==> src/rtl/alu_pkg.sv <==
// Shared definitions for the sequenced 8-bit datapath and the external ALU:
// opcodes, flag bit positions, instruction field positions and FSM encoding.
package alu_pkg;

  localparam logic [2:0] OP_ADD = 3'b000;
  localparam logic [2:0] OP_SUB = 3'b001;
  localparam logic [2:0] OP_AND = 3'b010;
  localparam logic [2:0] OP_OR  = 3'b011;
  localparam logic [2:0] OP_XOR = 3'b100;
  localparam logic [2:0] OP_SLT = 3'b101;
  localparam logic [2:0] OP_LDI = 3'b110;
  localparam logic [2:0] OP_ILL = 3'b111;

  localparam int FLAG_Z = 0;
  localparam int FLAG_C = 1;
  localparam int FLAG_N = 2;
  localparam int FLAG_V = 3;

  // rt and imm overlap on bit 7; imm is only meaningful for LDI
  localparam int OP_MSB  = 15;
  localparam int OP_LSB  = 13;
  localparam int RD_MSB  = 12;
  localparam int RD_LSB  = 11;
  localparam int RS_MSB  = 10;
  localparam int RS_LSB  = 9;
  localparam int RT_MSB  = 8;
  localparam int RT_LSB  = 7;
  localparam int IMM_MSB = 7;
  localparam int IMM_LSB = 0;

  typedef enum logic [1:0] {
    ST_IDLE = 2'd0,
    ST_EXEC = 2'd1,
    ST_DONE = 2'd2
  } state_t;

  function automatic logic is_alu_op(input logic [2:0] op);
    return (op <= OP_SLT);
  endfunction

endpackage

==> src/rtl/regfile4x8.sv <==
// General register file: two combinational read ports, one synchronous
// write port, synchronous clear.
module regfile4x8 #(
  parameter int NREG = 4,
  parameter int AW   = 2
) (
  input  logic          clk,
  input  logic          rst,
  input  logic [AW-1:0] raddr_a,
  input  logic [AW-1:0] raddr_b,
  output logic [7:0]    rdata_a,
  output logic [7:0]    rdata_b,
  input  logic          we,
  input  logic [AW-1:0] waddr,
  input  logic [7:0]    wdata
);

  logic [7:0] mem_q [NREG];

  generate
    for (genvar gi = 0; gi < NREG; gi++) begin : g_reg
      logic [7:0] r_reg;
      always_ff @(posedge clk) begin
        if (rst) begin
          r_reg <= 8'h00;
        end else if (we && (waddr == AW'(gi))) begin
          r_reg <= wdata;
        end
      end
      assign mem_q[gi] = r_reg;
    end
  endgenerate

  assign rdata_a = mem_q[raddr_a];
  assign rdata_b = mem_q[raddr_b];

endmodule

==> src/rtl/alu_seq8.sv <==
// Three-state sequencer around an external 8-bit ALU: accept, execute,
// then hold a completion record; register/flag writeback on handshake only.
module alu_seq8
  import alu_pkg::*;
#(
  parameter int NREG = 4
) (
  input  logic        clk,
  input  logic        rst,
  input  logic        in_valid,
  output logic        in_ready,
  input  logic [15:0] in_instr,
  output logic [7:0]  alu_a,
  output logic [7:0]  alu_b,
  output logic [2:0]  alu_op,
  input  logic [7:0]  alu_result,
  input  logic [3:0]  alu_flags,
  output logic        out_valid,
  input  logic        out_ready,
  output logic [7:0]  out_data,
  output logic        out_err,
  output logic [3:0]  flags
);

  localparam int AW = 2;

  state_t      state_reg;
  logic [15:0] instr_reg;
  logic [7:0]  result_reg;
  logic [3:0]  pflags_reg;
  logic [3:0]  flags_reg;

  logic [2:0]    op;
  logic [AW-1:0] rd, rs, rt;
  logic [7:0]    imm;
  logic [7:0]    rdata_a, rdata_b;
  logic          exec, done, handshake, reg_we;

  assign op  = instr_reg[OP_MSB:OP_LSB];
  assign rd  = instr_reg[RD_MSB:RD_LSB];
  assign rs  = instr_reg[RS_MSB:RS_LSB];
  assign rt  = instr_reg[RT_MSB:RT_LSB];
  assign imm = instr_reg[IMM_MSB:IMM_LSB];

  assign exec      = (state_reg == ST_EXEC);
  assign done      = (state_reg == ST_DONE);
  assign handshake = done && out_ready;
  // Reset takes priority: an aborted record never reaches the register file
  assign reg_we    = handshake && (op != OP_ILL) && !rst;

  regfile4x8 #(.NREG(NREG), .AW(AW)) u_regfile (
    .clk     (clk),
    .rst     (rst),
    .raddr_a (rs),
    .raddr_b (rt),
    .rdata_a (rdata_a),
    .rdata_b (rdata_b),
    .we      (reg_we),
    .waddr   (rd),
    .wdata   (result_reg)
  );

  assign in_ready  = (state_reg == ST_IDLE) && !rst;
  assign alu_a     = exec ? rdata_a : 8'h00;
  assign alu_b     = exec ? rdata_b : 8'h00;
  assign alu_op    = exec ? op : OP_ADD;
  assign out_valid = done;
  assign out_data  = done ? result_reg : 8'h00;
  assign out_err   = done && (op == OP_ILL);
  assign flags     = flags_reg;

  always_ff @(posedge clk) begin
    if (rst) begin
      state_reg  <= ST_IDLE;
      instr_reg  <= 16'h0000;
      result_reg <= 8'h00;
      pflags_reg <= 4'h0;
      flags_reg  <= 4'h0;
    end else begin
      case (state_reg)
        ST_IDLE: begin
          if (in_valid) begin
            instr_reg <= in_instr;
            state_reg <= ST_EXEC;
          end
        end
        ST_EXEC: begin
          case (op)
            OP_LDI: begin
              result_reg <= imm;
              pflags_reg <= 4'h0;
            end
            OP_ILL: begin
              result_reg <= 8'h00;
              pflags_reg <= 4'h0;
            end
            default: begin
              result_reg <= alu_result;
              pflags_reg <= alu_flags;
            end
          endcase
          state_reg <= ST_DONE;
        end
        ST_DONE: begin
          if (out_ready) begin
            if (is_alu_op(op)) flags_reg <= pflags_reg;
            state_reg <= ST_IDLE;
          end
        end
        default: state_reg <= ST_IDLE;
      endcase
    end
  end

endmodule

==> config.mk <==
export PLATFORM = sky130hd
export DESIGN_NAME = alu_seq8
export DESIGN_NICKNAME = d
export VERILOG_FILES = /design/src/rtl/alu_pkg.sv /design/src/rtl/regfile4x8.sv /design/src/rtl/alu_seq8.sv
export SDC_FILE = /design/constraint.sdc
export NUM_CORES = 1
export LEC_CHECK = 0
export ABC_AREA = 1
export CORE_ASPECT_RATIO = 2
export CORE_MARGIN = 1
export CORE_UTILIZATION = 53
export CTS_BUF_LIST = sky130_fd_sc_hd__clkbuf_4
export DETAILED_ROUTE_END_ITERATION = 10
export GPL_TIMING_DRIVEN = 0
export MAX_ROUTING_LAYER = met4
export PLACE_DENSITY = 0.85
export SYNTH_ARGS = -nofsm -noshare
export SYNTH_HDL_FRONTEND = slang
export SYNTH_SLANG_ARGS = --single-unit
==> constraint.sdc <==
create_clock -name clk -period 2 [get_ports clk]
set_clock_uncertainty 0.2 [all_clocks]
set_input_delay 0.6 -clock clk [delete_from_list [all_inputs] [get_ports clk]]
set_output_delay 0.6 -clock clk [all_outputs]
set_load 0.005 [all_outputs]
Word level (Yosys, flattened, before mapping)
Index checks and enable logic that the tools add are counted.
{"block": "word_totals", "reg_bits": 66, "word_cells": 55, "out_inout_bits": 34}
{"block": "classes", "mux": 15, "bitwise": 2, "n_eq_ne": 10, "n_reduce_logical": 16, "order_cmp": 3}
{"operator": "8-bit two-way mux", "n": 7}
{"operator": "8-bit binary-select mux with 2-bit select", "n": 2}
{"operator": "8-bit one-hot mux with 2 select lines", "n": 1}
{"operator": "1-bit logical AND", "n": 9}
{"operator": "2-bit equality test (second input constant)", "n": 3}
{"operator": "3-bit equality test (second input constant)", "n": 2}
{"operator": "3-bit >= comparator (second input constant)", "n": 2}
{"operator": "2-bit NOT with 3-bit output", "n": 2}
{"operator": "2-bit one-hot mux with 3 select lines", "n": 1}
{"operator": "2-bit by 1-bit equality test with 1-bit output (second input constant)", "n": 2}
{"operator": "2-bit zero test", "n": 2}
{"operator": "2-bit two-way mux", "n": 2}
{"operator": "4-bit two-way mux", "n": 1}
{"operator": "2-bit != test (second input constant)", "n": 2}
{"operator": "2-bit AND reduction", "n": 2}
{"operator": "3-bit <= comparator (second input constant)", "n": 1}
{"operator": "3-bit two-way mux", "n": 1}
{"operator": "3-bit != test (second input constant)", "n": 1}
{"operator": "3-bit AND reduction", "n": 1}
{"operator": "2-bit OR reduction", "n": 1}
{"operator": "1-bit zero test", "n": 1}

Depth between registers and ports, before layout
Gate-level depths: netlist of run 1.
{"block": "depth", "word_depth": 5, "depth_mapped": 7, "depth_no_buf": 6}

Cells and area by module
From an unflattened synthesis of run 1, not the netlist that was laid out.
{"block": "hier_totals", "hier_cells": 529, "hier_area_um2": 3330.7}
{"mod": "regfile4x8", "cells_each": 298, "seq_area_each_um2": 640.6, "n_inst": 1, "area_per_inst_um2": 1809.2}
{"mod": "alu_seq8", "cells_each": 231, "seq_area_each_um2": 680.7, "n_inst": 1, "area_per_inst_um2": 1521.5}

Least setup slack after synthesis of run 1
No wires, ideal clock.
{"block": "synth_timing", "path_type": "register to output", "start": "register instr_reg[7]", "end": "output alu_b[0]", "setup_slack_ps": 161, "path_stages_with_launch": 5, "t_arrival_ps": 1039, "path_cell_list": "dfxtp_1 > clkbuf_1 > clkbuf_1 > o211ai_1 > a21oi_1"}
{"block": "synth_between", "elab_chain_len": 5}
{"element": "from (decl)", "line_no": "alu_seq8.sv:28", "source": "logic [15:0] instr_reg;"}
{"element": "from (signal assigned)", "line_no": "alu_seq8.sv:83", "source": "instr_reg <= in_instr;"}
{"element": "2-bit NOT with 3-bit output (not written as such)", "line_no": "regfile4x8.sv:35", "source": "assign rdata_b = mem_q[raddr_b];"}
{"element": "8-bit binary-select mux with 2-bit select", "line_no": "regfile4x8.sv:35"}
{"element": "8-bit two-way mux (not written as such) (2 in a row)", "line_no": "regfile4x8.sv:35"}
{"element": "8-bit two-way mux", "line_no": "alu_seq8.sv:65", "source": "assign alu_b = exec ? rdata_b : 8'h00;"}
{"element": "to (decl)", "line_no": "alu_seq8.sv:14", "source": "output logic [7:0] alu_b,"}
Every way passes these cells. The select of a mux whose other input is x is not followed.

Worst setup path after layout of run 1
{"block": "layout_timing", "start": "register instr_reg[7]", "end": "output alu_b[2]"}
The elaborated chain is that of the path after synthesis.

==> impl_metrics.ini, run 1 <==
[yosys]
yosysSeqAreaShare_pct = 41.41
synth_seq_cells = 66
synth-warning-count = 0
syn_avg_cell_area_um2 = 6.817
syn-cell-area_um2 = 3191
syn_nets = 500
synthCells = 468
yosys.cell_types.count = 23

[critical_path]
regToRegSetupSlack_ns = 0.21
cp.required_ns = 1.20
path_buf_inv = 2
critPathKind = reg -> out
cp-start-kind = flop
crit_family = compound AO/OA/AOI/OAI gates
worst_path_largest_cell_delay_ns = 0.39
crit_path_top_delay_cell = dfxtp_4
path_cells = clkbuf_16 > o211ai_1 > a21oi_4 > buf_2
worstPathArrival_ns = 1.59
crit_path_max_fanout = 6
endpoint_kind = output pin

[floorplanning]
dieHeight_um = 111.7
initial_utilization_pct = 55.41
coreArea_um2 = 5758
io_pins = 66
die_w_um = 56.87
fp-row-count = 39
dieArea_um2 = 6353

[power_and_ir_drop]
leakage_nw = 1.852
power_density_nw_per_um2 = 649.3
peakVddDrop_v = 0.0005730

[drt]
dr.pass1.iters = 9
routed-via-count = 3818
viasPerCell = 6.003
finalWirelength_um = 11970
antenna_left = 0
drc = 6
routedWlPerCell_um = 18.82
drt-initial-drc-count = 282

[sta]
rsz0062_at_grt = true
timing.fmax_ghz = 0.4177
finalHoldViolations = 0
slew_headroom_pct = 60.40
whs_ns = 0.2787
setup_viol = 30
fin_crit_ns = 2.394
period_share_pct = 119.7
fin_setup_tns_ns = -8.848
maxSlewViolCount = 0
tightest_slew_ns = 0.5908
setup_slack_ns = -0.3941

[cells_and_area]
syn_to_final_growth_pct = 43.57
final_design_area_no_fill_um2 = 4581
num-nets-final = 602
final_util_pct = 79.55
drive_gt1_share_pct = 27.30
largest_reg_flops = 32
final_common_cell = nor2_1
final_cell_mix = nor2_1, a21oi_1, nand2_1, dfxtp_1, nand3_1
diodes = 0

[global_routing]
grt_use_total_pct = 38.34
grt_pass1_wl_um = 17600
grt-ovfl-total = 0
grt_start_max_net_pins = 17
grt_pass1_vias = 3550
grt_antenna_before_repair = 0

[cts]
clk_pin_slew_ns = 0.10
cts_made_buffers = 9
clk-insertion-delay-late_ns = 0.42
cts_tree = done
cts_root_buffer = clkbuf_4
cts_buffer_depth = 2
cts_max_level = 3
cts.sinks = 66

[place]
place_ws_ns = -0.7849
io_buffers = 65
placed_area_um2 = 3918
routabilityCongestion = 0.9479
dp_hpwl_um = 7691

[status]
status = finished, violations left
failed_checks = design-rule violations, negative setup slack

[run]
cap_violations = 0

[worst_hold_path]
worstHoldPathType = reg -> reg
==> logic make-up after synthesis <==
kind of cell	count (synthesis)	synth area share (%)
AND/OR/NAND/NOR	187	24.86
AO/OA/AOI/OAI	145	24.08
buffers and inverters	70	9.647
flip-flops	66	41.41
==> power breakdown <==
| group | switching (W) | total (W) | leakage, nW | internal (W) |
|---|---|---|---|---|
| Sequential | 0.0000513 | 0.00142 | 0.543 | 0.00137 |
| Combinational | 0.000366 | 0.000671 | 1.23 | 0.000305 |
| Clock | 0.000448 | 0.000883 | 0.0818 | 0.000435 |
==> Yosys cell counts, drive strengths merged <==
master / number / area [um^2]
a21oi: 80 / 400.4
buf: 17 / 107.6
clkbuf: 18 / 68.81
clkinv: 2 / 7.510
dfxtp: 66 / 1321
inv: 33 / 123.9
nand2: 60 / 232.7
nand3: 43 / 215.2
nor2: 81 / 314.0
nor3: 3 / 31.28
o211ai: 16 / 120.1
o21a: 1 / 7.510
o21ai: 48 / 240.2
==> final timing paths <==
kind / end / start / depth (start not counted)
min reg2reg: result_reg[2] / instr_reg[2] / 2
min: result_reg[2] / instr_reg[2] / 2
max reg2reg: u_regfile.g_reg[3].r_reg[4] / instr_reg[14] / 7
max: alu_b[2] / instr_reg[7] / 4
==> stage by stage <==
stage          total power [W]  std cells
3_5_place_dp          0.001911        594
6_report              0.002974        636
4_1_cts               0.002887        630
3_3_place_gp          0.001899        594
2_1_floorplan         0.001705        468
5_1_grt               0.003093        636
==> tightest hold or removal path: stages (launching register included) <==
cell and delay (ns):
dfxtp_1 0.32, nand2_1 0.06, a21oi_1 0.06
==> metal layers <==
metal	global-route usage [%]	routed length (um)
met5	-	0
met4	29.27	1013
met3	8.479	663
met2	67.38	6429
met1	34.42	3865
==> cell type report <==
class / count / area (um^2)
tap: 61 / 76.32
fill: 413 / 1177
buffer: 32 / 302.8
inverter: 35 / 141.4
clock inverter: 3 / 40.04
timing repair buffer: 93 / 830.8
timing repair inverter: 1 / 6.256
multi-input combinational: 332 / 1742
sequential: 66 / 1344
clock buffer: 13 / 97.59
==> what timing repair did <==
item	CTS	global route
cloned	4	2
hold buffers	0	0
setup endpoints to repair	34	30
setup buffers	20	4
pin swaps	12	11
gates resized for setup	213	38
Note: power is estimated with default switching activity, not from simulation.
==> inputs of run 2 (changes only) <==
Settings changed: PLACE_DENSITY 0.85 to 0.84.
==> impl_metrics.ini, run 2 (synthesis gave the netlist of run 1 again) <==
[run]
cap_violations = 0

[floorplanning]
dieArea_um2 = 6353
fp-row-count = 39
die_w_um = 56.87
coreArea_um2 = 5758
dieHeight_um = 111.7
initial_utilization_pct = 55.41
io_pins = 66

[critical_path]
cp-start-kind = flop
endpoint_kind = output pin
reg2regPathDepth = 7
path_buf_inv = 3
crit_path_top_delay_cell = dfxtp_4
worst_path_largest_cell_delay_ns = 0.39
crit_path_max_fanout = 5
crit_family = compound AO/OA/AOI/OAI gates
path_depth = 5
cp.required_ns = 1.20
path_cells = buf_4 > clkbuf_8 > o211ai_1 > a21oi_2 > buf_2
critPathKind = reg -> out
worstPathArrival_ns = 1.68

[cells_and_area]
drive_gt1_share_pct = 26.78
largest_reg_flops = 32
final_cell_mix = nor2_1, a21oi_1, dfxtp_1
syn_to_final_growth_pct = 42.63
num-nets-final = 602
diodes = 0
final_common_cell = nor2_1

[global_routing]
gr-usage-met1_pct = 34.69
use_met2_pct = 69.29
grt_use_total_pct = 40.04
grtUsageMet3_pct = 6.736
grt_start_max_net_pins = 17
grt_pass1_vias = 3777
grt_antenna_before_repair = 0
top_usage_layer = met2
grt_pass1_wl_um = 18460
grt-ovfl-total = 0

[sta]
finalHoldViolations = 0
setup_slack_ns = -0.4802
timing.fmax_ghz = 0.4032
tightest_slew_ns = 0.5830
maxSlewViolCount = 0
whs_ns = 0.2743
slew_headroom_pct = 60.92
period_share_pct = 124.0
setup_viol = 29
rsz0062_at_grt = true
fin_crit_ns = 2.480

[cts]
cts_tree = done
cts.sinks = 66
clk-insertion-delay-late_ns = 0.44
cts_root_buffer = clkbuf_4
cts_buffer_depth = 2
cts_made_buffers = 9
clk_pin_slew_ns = 0.11
cts_max_level = 3

[drt]
finalWirelength_um = 11980
viasPerCell = 5.940
dr.pass1.iters = 8
drc = 4
routedWlPerCell_um = 18.84
antenna_left = 0
routed-via-count = 3778
drt-initial-drc-count = 244

[power_and_ir_drop]
switching_power_w = 0.0008775
clock_power_share_pct = 29.4
pwr-share-comb_pct = 22.6
p_int_w = 0.002082
peakVddDrop_v = 0.0007910
p_seq_share_pct = 48.0
switching_share_pct = 29.65
leakage_nw = 1.837
power_density_nw_per_um2 = 650.3

[status]
failed_checks = design-rule violations, negative setup slack
status = finished, violations left

[place]
io_buffers = 65
routabilityCongestion = 0.9484
place_ws_ns = -0.8273
dp_hpwl_um = 7893

[worst_hold_path]
worstHoldPathType = reg -> reg
min_delay_path_depth = 2
==> run 2: final timing paths <==
| path | from | end | slack (ns) |
|---|---|---|---|
| worst max-delay path | instr_reg[9] | alu_a[5] | -0.48 |
| worst min-delay path | flags[2] | flags[2] | 0.27 |
| worst max register to register | instr_reg[15] | u_regfile.g_reg[3].r_reg[7] | 0.17 |
| worst min register to register | flags[2] | flags[2] | 0.27 |
==> run 2: layer usage <==
metal  wire (um)  part of all wire (%)  vias up
met5           0                     0        -
met4        1204                    10        0
met3         590                   4.9       90
met2        6312                    53      190
met1        3872                    32     1731
li1            -                     -     1767
==> run 2: worst min-delay path: stages, from the launching register on <==
cell	delay, ns
dfxtp_2	0.33
nor2_1	0.04
nor2_1	0.08
==> run 2: cell type report <==
cell class | instances | area (um^2)
Inverter | 35 | 141.4
Timing Repair Buffer | 93 | 799.5
Buffer | 32 | 299.0
Multi-Input combinational cell | 332 | 1755
Tap cell | 61 | 76.32
Sequential cell | 66 | 1340
Fill cell | 415 | 1207
Clock inverter | 4 | 42.54
Timing Repair inverter | 1 | 6.256
Clock buffer | 12 | 90.09
==> run 2: what timing repair did <==
item / CTS / global route
resized for setup: 224 / 24
endpoints found under the setup margin: 34 / 29
cloned: 5 / 0
hold buffers: 0 / 0
pin swaps: 17 / 8
setup buffers: 18 / 7
==> run 2: metrics by stage <==
stage | setup TNS, ns | util, % | power (W) | cell area [um^2] | instances
global route | -11.57 | 79.03 | 0.003058 | 4551 | 636
floorplan | 0 | - | 0.001705 | 3191 | 468
CTS | -8.988 | 77.29 | 0.002899 | 4451 | 630
detailed placement | -36.84 | 68.04 | 0.001915 | 3918 | 594
finish | -10.91 | 79.03 | 0.002959 | 4551 | 636
global placement | -34.06 | 68.04 | 0.001904 | 3918 | 594
==> run 2: power by group through the flow <==
stage	Sequential, W	Clock, W	Combinational, W
finish	0.00142	0.000869	0.000668
global route	0.00143	0.000920	0.000709
CTS	0.00142	0.000868	0.000613
detailed placement	0.00144	0	0.000479
global placement	0.00143	0	0.000470
floorplan	0.00143	0	0.000279
==> inputs of run 3 (changes only) <==
Settings changed: CTS_CLUSTER_DIAMETER set to 50.
==> results of run 3 <==
Same layout as run 2: the final DEF is identical, and so are final timing and power.
